===== config.mk =====
export PLATFORM = sky130hd
export DESIGN_NAME = pixel_word_packer_flat
export DESIGN_NICKNAME = d
export VERILOG_FILES = /design/src/rtl/pixel_pkg.sv /design/src/rtl/pixel_word_packer_if.sv /design/src/rtl/word_fifo2.sv /design/src/rtl/pixel_word_packer.sv /design/src/flat_wrapper.sv
export SDC_FILE = /design/constraint.sdc
export NUM_CORES = 1
export LEC_CHECK = 0
export CORE_MARGIN = 3
export CORE_UTILIZATION = 53
export CTS_CLUSTER_SIZE = 16
export DETAILED_ROUTE_END_ITERATION = 10
export GPL_TIMING_DRIVEN = 1
export PLACE_DENSITY_LB_ADDON = 0.3
export SKIP_CTS_REPAIR_TIMING = 1
export SLEW_MARGIN = 5
export SYNTH_ARGS = -nofsm -noshare
export SYNTH_HDL_FRONTEND = slang
export SYNTH_SLANG_ARGS = --single-unit
export TNS_END_PERCENT = 1

===== constraint.sdc =====
create_clock -name clk -period 1.8 [get_ports clk]
set_input_delay 0.27 -clock clk [delete_from_list [all_inputs] [get_ports clk]]
set_output_delay 0.27 -clock clk [all_outputs]
set_load 0.005 [all_outputs]

===== src/rtl/pixel_pkg.sv =====
// Shared types and default geometry for the pixel generator / word packer pair.
package pixel_pkg;

  typedef enum logic [1:0] {IDLE, ACTIVE, DONE} packer_state_t;

  localparam int unsigned PIX_W        = 8;
  localparam int unsigned PIX_PER_WORD = 4;
  localparam int unsigned H_PIXELS     = 640;
  localparam int unsigned V_LINES      = 480;

endpackage


===== src/rtl/pixel_word_packer_if.sv =====
// Packed-word output stream: word plus line/frame tags, valid/ready handshake.
interface pixel_word_packer_if #(
  parameter int unsigned WORD_W = 32
);

  logic [WORD_W-1:0] out_data;
  logic              out_eol;
  logic              out_eof;
  logic              out_valid;
  logic              out_ready;

  modport master (
    output out_data,
    output out_eol,
    output out_eof,
    output out_valid,
    input  out_ready
  );

  modport slave (
    input  out_data,
    input  out_eol,
    input  out_eof,
    input  out_valid,
    output out_ready
  );

endinterface


===== src/rtl/word_fifo2.sv =====
// Two-entry synchronous FIFO; caller must not push when full unless also popping.
module word_fifo2 #(
  parameter int unsigned WIDTH = 34
) (
  input  logic             clk,
  input  logic             n_rst,
  input  logic             push,
  input  logic [WIDTH-1:0] push_data,
  input  logic             pop,
  output logic [WIDTH-1:0] pop_data,
  output logic             full,
  output logic             empty
);

  logic [WIDTH-1:0] mem_q [2];
  logic             wr_ptr_q;
  logic             rd_ptr_q;
  logic [1:0]       count_q;
  logic             do_pop;

  assign do_pop   = pop & ~empty;
  assign full     = (count_q == 2'd2);
  assign empty    = (count_q == 2'd0);
  assign pop_data = mem_q[rd_ptr_q];

  // When full, wr_ptr equals rd_ptr: a simultaneous push overwrites the slot being popped.
  always_ff @(posedge clk or negedge n_rst) begin
    if (!n_rst) begin
      mem_q[0] <= '0;
      mem_q[1] <= '0;
      wr_ptr_q <= 1'b0;
      rd_ptr_q <= 1'b0;
      count_q  <= 2'd0;
    end else begin
      if (push) begin
        mem_q[wr_ptr_q] <= push_data;
        wr_ptr_q        <= ~wr_ptr_q;
      end
      if (do_pop) begin
        rd_ptr_q <= ~rd_ptr_q;
      end
      unique case ({push, do_pop})
        2'b10:   count_q <= count_q + 2'd1;
        2'b01:   count_q <= count_q - 2'd1;
        default: count_q <= count_q;
      endcase
    end
  end

endmodule


===== src/rtl/pixel_word_packer.sv =====
// Packs pixel-tick samples into words for one frame, tagging end-of-line and end-of-frame.
module pixel_word_packer
  import pixel_pkg::*;
#(
  parameter int unsigned PIX_W        = pixel_pkg::PIX_W,
  parameter int unsigned PIX_PER_WORD = pixel_pkg::PIX_PER_WORD,
  parameter int unsigned H_PIXELS     = pixel_pkg::H_PIXELS,
  parameter int unsigned V_LINES      = pixel_pkg::V_LINES
) (
  input  logic                       clk,
  input  logic                       n_rst,
  input  logic                       flag_pixel,
  input  logic [PIX_W-1:0]           pixel_in,
  input  logic                       start_frame,
  output logic                       busy,
  output logic                       frame_done,
  output logic                       overrun,
  pixel_word_packer_if.master        stream
);

  localparam int unsigned WORD_W = PIX_W * PIX_PER_WORD;
  localparam int unsigned PC_W   = (PIX_PER_WORD > 1) ? $clog2(PIX_PER_WORD) : 1;
  localparam int unsigned COL_W  = (H_PIXELS > 1) ? $clog2(H_PIXELS) : 1;
  localparam int unsigned ROW_W  = (V_LINES > 1) ? $clog2(V_LINES) : 1;

  typedef logic [PIX_PER_WORD-1:0][PIX_W-1:0] pack_t;

  packer_state_t state_q, state_d;
  logic          flag_prev_q;
  logic [PC_W-1:0]  pix_cnt_q, pix_cnt_d;
  logic [COL_W-1:0] col_q, col_d;
  logic [ROW_W-1:0] row_q, row_d;
  pack_t         pack_q, pack_d, word_next;
  logic          overrun_q, overrun_d;

  logic tick, last_pix, last_col, last_row;
  logic word_push;
  logic fifo_push, fifo_pop, fifo_full, fifo_empty;
  logic [WORD_W+1:0] fifo_din, fifo_dout;

  assign tick     = flag_pixel ^ flag_prev_q;
  assign last_pix = (pix_cnt_q == PC_W'(PIX_PER_WORD - 1));
  assign last_col = (col_q == COL_W'(H_PIXELS - 1));
  assign last_row = (row_q == ROW_W'(V_LINES - 1));

  assign fifo_pop  = stream.out_valid & stream.out_ready;
  // A full buffer only accepts the word if the head leaves in the same cycle.
  assign fifo_push = word_push & (~fifo_full | fifo_pop);
  assign fifo_din  = {last_col & last_row, last_col, word_next};

  assign busy    = (state_q != IDLE);
  assign overrun = overrun_q;

  assign {stream.out_eof, stream.out_eol, stream.out_data} = fifo_dout;
  assign stream.out_valid = ~fifo_empty;

  always_comb begin
    state_d    = state_q;
    pix_cnt_d  = pix_cnt_q;
    col_d      = col_q;
    row_d      = row_q;
    pack_d     = pack_q;
    overrun_d  = overrun_q;
    word_push  = 1'b0;
    frame_done = 1'b0;
    word_next  = pack_q;
    word_next[pix_cnt_q] = pixel_in;

    unique case (state_q)
      IDLE: begin
        if (start_frame) begin
          state_d   = ACTIVE;
          pix_cnt_d = '0;
          col_d     = '0;
          row_d     = '0;
          overrun_d = 1'b0;
        end
      end
      ACTIVE: begin
        if (tick) begin
          pack_d = word_next;
          if (last_pix) begin
            pix_cnt_d = '0;
            word_push = 1'b1;
          end else begin
            pix_cnt_d = pix_cnt_q + 1'b1;
          end
          if (last_col) begin
            col_d = '0;
            row_d = last_row ? '0 : row_q + 1'b1;
          end else begin
            col_d = col_q + 1'b1;
          end
          if (last_pix && last_col && last_row) begin
            state_d = DONE;
          end
        end
      end
      DONE: begin
        if (fifo_empty) begin
          state_d    = IDLE;
          frame_done = 1'b1;
        end
      end
      default: state_d = IDLE;
    endcase

    if (word_push && !fifo_push) begin
      overrun_d = 1'b1;
    end
  end

  always_ff @(posedge clk or negedge n_rst) begin
    if (!n_rst) begin
      state_q     <= IDLE;
      flag_prev_q <= 1'b0;
      pix_cnt_q   <= '0;
      col_q       <= '0;
      row_q       <= '0;
      pack_q      <= '0;
      overrun_q   <= 1'b0;
    end else begin
      state_q     <= state_d;
      flag_prev_q <= flag_pixel;
      pix_cnt_q   <= pix_cnt_d;
      col_q       <= col_d;
      row_q       <= row_d;
      pack_q      <= pack_d;
      overrun_q   <= overrun_d;
    end
  end

  word_fifo2 #(
    .WIDTH (WORD_W + 2)
  ) u_fifo (
    .clk       (clk),
    .n_rst     (n_rst),
    .push      (fifo_push),
    .push_data (fifo_din),
    .pop       (fifo_pop),
    .pop_data  (fifo_dout),
    .full      (fifo_full),
    .empty     (fifo_empty)
  );

endmodule


===== src/flat_wrapper.sv =====
// flat-port wrapper written by rule: the top's interface ports become plain ports
module pixel_word_packer_flat import pixel_pkg::*;
#(
  parameter int unsigned PIX_W        = pixel_pkg::PIX_W,
  parameter int unsigned PIX_PER_WORD = pixel_pkg::PIX_PER_WORD,
  parameter int unsigned H_PIXELS     = pixel_pkg::H_PIXELS,
  parameter int unsigned V_LINES      = pixel_pkg::V_LINES
)
  (clk, n_rst, flag_pixel, pixel_in, start_frame, busy, frame_done, overrun, stream_out_data, stream_out_eol, stream_out_eof, stream_out_valid, stream_out_ready);
  pixel_word_packer_if #(.WORD_W(((8) * (4)))) stream_i ();
  input  logic clk;
  input  logic n_rst;
  input  logic flag_pixel;
  input  logic [PIX_W-1:0] pixel_in;
  input  logic start_frame;
  output logic busy;
  output logic frame_done;
  output logic overrun;
  output wire logic [$bits(stream_i.out_data)-1:0] stream_out_data;
  output wire logic [$bits(stream_i.out_eol)-1:0] stream_out_eol;
  output wire logic [$bits(stream_i.out_eof)-1:0] stream_out_eof;
  output wire logic [$bits(stream_i.out_valid)-1:0] stream_out_valid;
  input wire logic [$bits(stream_i.out_ready)-1:0] stream_out_ready;
  assign stream_out_data = stream_i.out_data;
  assign stream_out_eol = stream_i.out_eol;
  assign stream_out_eof = stream_i.out_eof;
  assign stream_out_valid = stream_i.out_valid;
  assign stream_i.out_ready = stream_out_ready;
  pixel_word_packer #(.PIX_W(PIX_W), .PIX_PER_WORD(PIX_PER_WORD), .H_PIXELS(H_PIXELS), .V_LINES(V_LINES)) u_core (.clk(clk), .n_rst(n_rst), .flag_pixel(flag_pixel), .pixel_in(pixel_in), .start_frame(start_frame), .busy(busy), .frame_done(frame_done), .overrun(overrun), .stream(stream_i));
endmodule

; After elaboration in Yosys (flattened, before gate mapping)
; Index checks and enable logic that the tools add are counted.
[totals]
wordCells = 104
mem_bits_ro = 0
latchBits = 0
in_bits = 13
output_inout_bits = 38
register_bits = 129
ram_bits = 0
mem_count = 0
[classes]
div = 0
n_eq_ne = 13
reduce_logical = 18
order_cmp = 5
shifts = 0
add_sub_neg = 5
mul = 0
bitwise_logic = 12
n_mux = 36
[ops]
columns = cell, n
row1 = two-way mux 34 bit, 4
row2 = bitwise mux 68 bit, 1
row3 = two-way mux 9 bit, 4
row4 = demux 34 bit (select 1 bit), 1
row5 = bitwise mux 32 bit, 1
row6 = two-way mux 10 bit, 3
row7 = one-hot mux 10 bit (2 select lines), 1
row8 = one-hot mux 9 bit (2 select lines), 1
row9 = demux 8 bit (select 2 bit), 1
row10 = two-way mux 2 bit, 7
row11 = "adder 10 x 1 -> 10 bit, second input constant", 1
row12 = "equality test 10 bit, second input constant", 1
row13 = nonzero test 2 bit, 5
row14 = "adder 9 x 1 -> 9 bit, second input constant", 1
row15 = "equality test 9 bit, second input constant", 1
row16 = "equality test 2 bit, second input constant", 4
row17 = two-way mux 1 bit, 8
row18 = two-way mux 8 bit, 1
row19 = "inequality test 2 x 1 -> 1 bit, second input constant", 4
row20 = one-hot mux 2 bit (2 select lines), 2
row21 = AND reduction 4 bit, 2
row22 = one-hot mux 2 bit (3 select lines), 1
row23 = logical AND 1 bit, 5
row24 = "adder 2 x 1 -> 2 bit, second input constant", 2
row25 = other kinds (16), 27

; Logic depth before layout (Yosys ltp)
[logic_depth]
ltp_word = 9
ltp_mapped = 6
mapped_depth_nobuf = 6

; By module
; Synthesis repeated with hierarchy kept, for this count alone.
[unflattened]
hier_cells = 455
area_unflattened_um2 = 6125.9
[modules_own_cells]
columns = mod, n_inst, cells_per_inst, area_each_um2
row1 = word_fifo2, 1, 197, 3143.0
row2 = pixel_word_packer, 1, 258, 2982.9

; Least setup slack after synthesis
; No wires, ideal clock.
[synth_timing]
path_kind = reg2reg
start = reg u_core.flag_prev_q
end = reg u_core.u_fifo.mem_q[10] in the netlist's numbering
arrival_time_ps = 1627
setup_time_ps = 125
path_stages_with_launch = 7
slack_ps = 48
required_time_ps = 1675
synth_period_minus_slack_ps = 1752
path_cell_list = dfrtp_1 > xor2_1 > nand4b_4 > or2_1 > buf_6 > buf_12 > mux2_4
[synth_via]
elab_chain_len = 4
[synth_rtl]
columns = element, line_no
row1 = start: declaration, pixel_word_packer.sv:29  ; logic flag_prev_q;
row2 = start signal: assignment, pixel_word_packer.sv:124  ; flag_prev_q <= flag_pixel;
row3 = bitwise XOR 1 bit, pixel_word_packer.sv:41  ; assign tick = flag_pixel ^ flag_prev_q;
row4 = two-way mux 1 bit, pixel_word_packer.sv:80  ; if (tick) begin
row5 = two-way mux 1 bit, pixel_word_packer.sv:69  ; unique case (state_q)
row6 = bitwise AND 1 bit, pixel_word_packer.sv:48  ; assign fifo_push = word_push & (~fifo_full | fifo_pop);
row7 = end signal: indexed assignment, word_fifo2.sv:36  ; mem_q[wr_ptr_q] <= push_data;
row8 = end: declaration, word_fifo2.sv:15  ; logic [WIDTH-1:0] mem_q [2];
; No other way between the ends.
; A chain may end at the register's enable or synchronous reset.

; Worst setup path in the final report
[layout_timing]
start = reg u_core.u_fifo.rd_ptr_q
end = out stream_out_data[15]
[layout_via]
elab_chain_len = 4
[layout_rtl]
columns = element, line_no
row1 = start: declaration, word_fifo2.sv:17  ; logic rd_ptr_q;
row2 = start signal: assignment, word_fifo2.sv:40  ; rd_ptr_q <= ~rd_ptr_q;
row3 = inverter 1 -> 2 bit (implied by the code), word_fifo2.sv:24  ; assign pop_data = mem_q[rd_ptr_q];
row4 = two-way mux 34 bit (implied by the code) (3 in series), word_fifo2.sv:24
row5 = end: declaration, flat_wrapper.sv:19  ; output wire logic [$bits(stream_i.out_data)-1:0] stream_out_data;
; No other way between the ends. The select of a mux whose other input is x is not followed.

==> flow_metrics.tcl <==
set metrics [dict create \
    crit_type "flip-flop to primary output" \
    synth_area_leaders "dfrtp_1 (52%), mux2_2 (24%), mux2_4 (7.0%)" \
    die_h_um 115 \
    yosysTopAreaCell "dfrtp_1" \
    endpoint_kind "primary output" \
    core_um2 11500 \
    ys_seq_area_frac 0.515 \
    worst_slew_pin_slew_ps 448 \
    grt_antenna_before_repair 0 \
    root_buffer "clkbuf_16" \
    port_buffers 50 \
    async_reset_ff_frac 1.00 \
    die_area_um2 13200 \
    hold_viol 0 \
    synthDistinctLibCells 49 \
    finalSetupViolCount 27 \
    rsz0062_at_grt "yes" \
    syn_area_um2 6260 \
    min_path_type "input pin to asynchronous set/reset pin" \
    drt_wl_total_um 14300 \
    wl_per_cell_um 19.9 \
    synth-edff-count 0 \
    initial_utilization 0.546 \
    viasPerCell 5.77 \
    relSlewSlack 0.701 \
    finish.utilization 0.695 \
    fp-row-count 39 \
    worstSkewPairLatency_ps 420 \
    synth_xor_area_frac 0.0126 \
    synth-simple-area-share 0.0615 \
    syn-instance-count 459 \
    finClkSkew_ps 5.36 \
    reg2reg_depth 5 \
    drcViolationCount 0 \
    synth_seq_cells 129 \
    yosys.area.top_type_share 0.515 \
    dp_slack_ps -446 \
    yosys.area_share.adder 0.0140 \
    die_x_um 115 \
    synthMuxAreaShare 0.312 \
    drtPass1Iterations 5 \
    place_area_um2 7290 \
    maxCapViolations 0 \
    worstPathArrival_ps 1670 \
    layout_commonest_cell "mux2_2" \
    cts_tree "done" \
    cp.required_ps 1530 \
    violations "negative setup slack" \
    final_cell_mix "mux2_2 (135), dfrtp_1 (127), buf_4 (37)" \
    antenna_cells 0 \
    leakagePower_nw 3.81 \
    cts.sinks 129 \
    syn-num-nets 479 \
    cp_max_fo 6 \
    hold_ws_ps 345 \
    post-dp-hpwl_um 9070 \
    grt_first_pass_wirelength_um 22900 \
    grt_pass1_vias 4358 \
    period_share 1.08 \
    finalSetupTns_ps -1460 \
    grt_start_max_net_pins 34 \
    start_kind "flip-flop" \
    synth_top_family_by_area "multiplexers" \
    area.growth.synth_to_final_pct 27.3 \
    cts.clk_slew.worst_paths_ps 50 \
    ir_worst_vdd_mv 1.35 \
    ys.warnings.count 0 \
    postRouteAntennaNets 0 \
    num_vias 4137 \
    worst_slack_ps -144 \
    place.gp.congestion 0.832 \
    status "complete, but fails checks" \
    powerDensity_nw_per_um2 1720 \
    drt_iter0_drc 233 \
    synth_compound_area_frac 0.0575 \
    synthFlopType "dfrtp_1" \
    syn_avg_cell_area_um2 13.6 \
    ios 51 \
    grt.overflow.total 0 \
    nets 581 \
    drv_slew 0 \
    fin_crit_ps 1940 \
    layout-drive-gt1-share 0.497 \
    final_cell_area_um2 7980 \
    htreeDepth 4 \
    max_freq_mhz 514 \
    numCtsBuffers 17 \
    grt_usage 0.227 \
    max-clock-path-buffers 2 \
]
[worst max-delay path, cell delays in order (launching register included)]
cell and delay, ps:
dfrtp_2 420, buf_12 150, buf_4 140, clkbuf_16 150, mux2_2 280, clkbuf_2 110
[area by class of cell]
type | count | area (um2)
clock buffer | 23 | 488
fill | 771 | 3490
inverter | 7 | 26.3
timing repair buffer | 104 | 1040
tap | 143 | 179
clock inverter | 9 | 105
sequential | 129 | 3230
multi-input combinational | 302 | 2900
[cell families (layout without fill, tap and decap cells)]
logic type	after synthesis	count (layout)
compound gates	54	54
xor+xnor	9	9
fa+ha+maj	7	7
buf+inv	28	143
flops	129	129
mux	164	164
simple gates	68	68
[synthesized netlist by cell type, types with 4 or more instances]
master	n
a21oi_1	8
a31oi_1	9
and3_1	5
buf_2	5
clkbuf_1	12
dfrtp_1	129
ha_1	7
inv_1	7
mux2_2	135
mux2_4	29
nand2_1	17
nand3_1	9
nand3b_1	4
nor2_1	8
nor2b_1	4
nor3_1	4
o21ai_0	13
o31ai_1	6
xnor2_1	6
[metal layers]
| metal | global-route usage | vias up | part of all wire | wire, um |
|---|---|---|---|---|
| li1 | - | 1895 | - | - |
| met1 | 0.304 | 2116 | 0.45 | 6400 |
| met4 | 0.0814 | 0 | 0.015 | 212 |
| met5 | 0 | - | 0 | 0 |
| met3 | 0.0592 | 22 | 0.042 | 595 |
| met2 | 0.361 | 104 | 0.50 | 7070 |
[per-stage QoR]
| stage | power, mW | std cells |
|---|---|---|
| floorplan | 7.94 | 459 |
| global placement | 10.0 | 678 |
| detailed placement | 10.3 | 678 |
| CTS | 13.8 | 710 |
| global route | 14.5 | 717 |
| finish | 13.7 | 717 |
[power by group]
group	total [mW]	internal [mW]	leakage, nW	switching (mW)
clock	3.41	2.17	0.281	1.23
sequential	4.79	4.10	1.60	0.693
combinational	5.49	3.43	1.93	2.06
total	13.7	9.70	3.81	3.99
[state kept, by name, indices dropped and copies added (netlist names)]
register,count
u_core.state_q,2
u_core.flag_prev_q,1
u_core.overrun,1
u_core.pack_q,32
u_core.pix_cnt_q,2
u_core.u_fifo.rd_ptr_q,1
u_core.row_q,9
u_core.u_fifo.count_q,2
u_core.col_q,10
u_core.u_fifo.mem_q,68
u_core.u_fifo.wr_ptr_q,1
[final timing paths]
kind | endpoint | startpoint | slack (ps)
setup / recovery | stream_out_data[15] | u_core.u_fifo.rd_ptr_q$_DFFE_PN0P_ | -140
hold / removal | u_core.row_q[3]$_DFFE_PN0P_ | n_rst | 340
setup reg to reg | u_core.pack_q[25]$_DFFE_PN0P_ | u_core.state_q[1]$_DFFE_PN0P_ | 30
hold reg to reg | u_core.u_fifo.count_q[1]$_DFFE_PN0P_ | u_core.u_fifo.count_q[1]$_DFFE_PN0P_ | 490
max in group asynchronous | u_core.u_fifo.mem_q[45]$_DFFE_PN0P_ | n_rst | 820
min in group clk | u_core.flag_prev_q$_DFF_PN0_ | flag_pixel | 410
Power figures use the tool's default switching activity.
==> RTL edit (config.mk and constraints unchanged) <==
Make the reset (`n_rst`) synchronous in 2 clocked blocks.
--- a/src/rtl/word_fifo2.sv
+++ b/src/rtl/word_fifo2.sv
@@ -25,5 +25,5 @@
 
   // When full, wr_ptr equals rd_ptr: a simultaneous push overwrites the slot being popped.
-  always_ff @(posedge clk or negedge n_rst) begin
+  always_ff @(posedge clk) begin
     if (!n_rst) begin
       mem_q[0] <= '0;
--- a/src/rtl/pixel_word_packer.sv
+++ b/src/rtl/pixel_word_packer.sv
@@ -111,5 +111,5 @@
   end
 
-  always_ff @(posedge clk or negedge n_rst) begin
+  always_ff @(posedge clk) begin
     if (!n_rst) begin
       state_q     <= IDLE;
Behaviour: differs if n_rst is asserted again (counterexample within 4 cycles, from zero or initial values and one cycle with n_rst low); with n_rst held inactive, the same outputs for 10 cycles.
==> RTL edit against the original RTL <==
Sequential cell count up 1. Sequential share of layout area up 1.5 points. Synthesized cell count up 20%. Area after synthesis down 4.1%. Final area down 1.6%. Count of clock-buffer cells in the layout up 4. Final cell count up 11%. Setup slack better by 170 ps. Wire length down 4.7%. Global-route usage down 0.41 points.
Power is not compared: it rests on default switching activity, and its combinational part moved more than twofold at a synthesized area within 25%.
==> RTL edit: results (changes against the original RTL) <==
- Vias in the first global route: 4,459 (+2.3%)
- Arr. time, crit path: 1500 ps (-170 ps)
- Distinct cells, synth: 53 (+8.2%)
- HP Class: input pin to register
- Worst flop-to-flop path endpoint: u_core.row_q[0]
- Setup slack, reg-to-reg: 50 ps (+20 ps)
- Pleak: 0.00318 uW
- WHS: 347 ps (+2.68 ps)
- Crit Path Max Fanout: 9 (+3)
- Hpwl dp: 8940 um (-1.5%)
- Drt first pass iters: 5 (unchanged)
- HP Start: flag_pixel
- Comb pwr share: 6.8%
- Nets@finish: 664 (+14%)
- Global-route wire length before repair: 22,100 um (-3.3%)
- Synth top cells by count: 87 x nor2_1, 68 x edfxtp_1, 63 x nand2_1, 62 x dfxtp_1, 35 x nand3_1
- Syn Nets: 573 (+20%)
- Seq pwr: 3210 uW
- Final-layout fill cell count: 786 (+1.9%)
- Slowest library cell on the worst path: dfxtp_4
- Post-synth EDFFs: 68 (+68)
- Worst slack, placed: -422 ps (+24.9 ps)
- Initial antenna violation count: 0 (unchanged)
- Detail-routed net length per standard cell: 17.1 um (-14%)
- Combinational power: 481 uW
- Root Driver: clkbuf_16
- Largest net degree at the start of global routing: 35 (+2.9%)
- Ant. Diodes: 0 (unchanged)
- Reg2reg start: u_core.row_q[1]
- Worst Reg-to-Reg Cells: 6 (+1)
- Outcome: complete, no violations
- Layout Skew: 10.7 ps (+5.32 ps)
- Ratio of cells with drive above 1 in the final layout: 23.7% (-26 points)
- Register area share after synthesis: 54.7% (+3.1 points)
- DR iter-0 viols: 265 (+14%)
- Vias per cell: 5.51 (-4.5%)
- Placer congestion estimate: 0.850 (+2.2%)
- Overall Global Routing Usage: 22.3% (-0.41 points)
- Slew HR: 65.0% (-5.1 points)
- Top cells by area, synth: edfxtp_1 34%, dfxtp_1 21%, mux2_2 6.4%
- Asr flop ratio synth: 0% (-100 points)
- CP max stage delay: 410 ps
==> RTL edit: stage by stage <==
step	instance area [um^2]	utilization, %	cells
CTS	7680	70.2	796
floorplan	6040	-	553
detailed placement	7090	64.8	764
global placement	7090	64.8	764
finish	7850	71.8	797
global route	7850	71.8	797
==> RTL edit: worst max-delay path: cells and delay by family, from the launching register on <==
| family | cells | cell delay [ps] |
|---|---|---|
| buffers and inverters | 2 | 340 |
| DFF | 1 | 410 |
| muxes | 1 | 340 |
==> RTL edit: area by class of cell <==
cell class                 count  area share, %
tap                          140           2.23
clock inverter                 5          0.973
timing repair buffer         109           15.1
clock buffer                  27           6.54
multi-input combinational    378           32.7
sequential                   130           42.0
inverter                       8          0.383
==> RTL edit: worst max-delay path by stage <==
stage / to / from / slack, ps
2_1_floorplan: u_core.u_fifo.mem_q[0][0] / u_core.state_q[0] / -270
3_3_place_gp: u_core.u_fifo.count_q[1] / flag_pixel / -370
3_5_place_dp: u_core.u_fifo.count_q[1] / flag_pixel / -420
4_1_cts: stream_out_data[1] / register / -370
5_1_grt: u_core.u_fifo.count_q[1] / u_core.flag_prev_q / -20
6_report: stream_out_eof / register / 30
==> RTL edit: cells by family (layout without fill, tap and decap cells) <==
logic type / after synthesis / after routing / synth area share (%)
simple gates: 227 / 227 / 18.5
flops: 130 / 130 / 54.7
mux: 66 / 66 / 11.7
compound gates: 63 / 63 / 7.75
buf+inv: 45 / 149 / 3.63
xor+xnor: 15 / 15 / 2.31
fa+ha+maj: 7 / 7 / 1.46
==> RTL edit: per-layer routing <==
metal | part of all wire (%) | global-route usage, % | vias up
met5 | 0 | 0 | -
met4 | 1.6 | 7.85 | 0
met3 | 6.7 | 6.04 | 21
met2 | 51 | 38.1 | 152
met1 | 41 | 27.3 | 2108
li1 | - | - | 2109
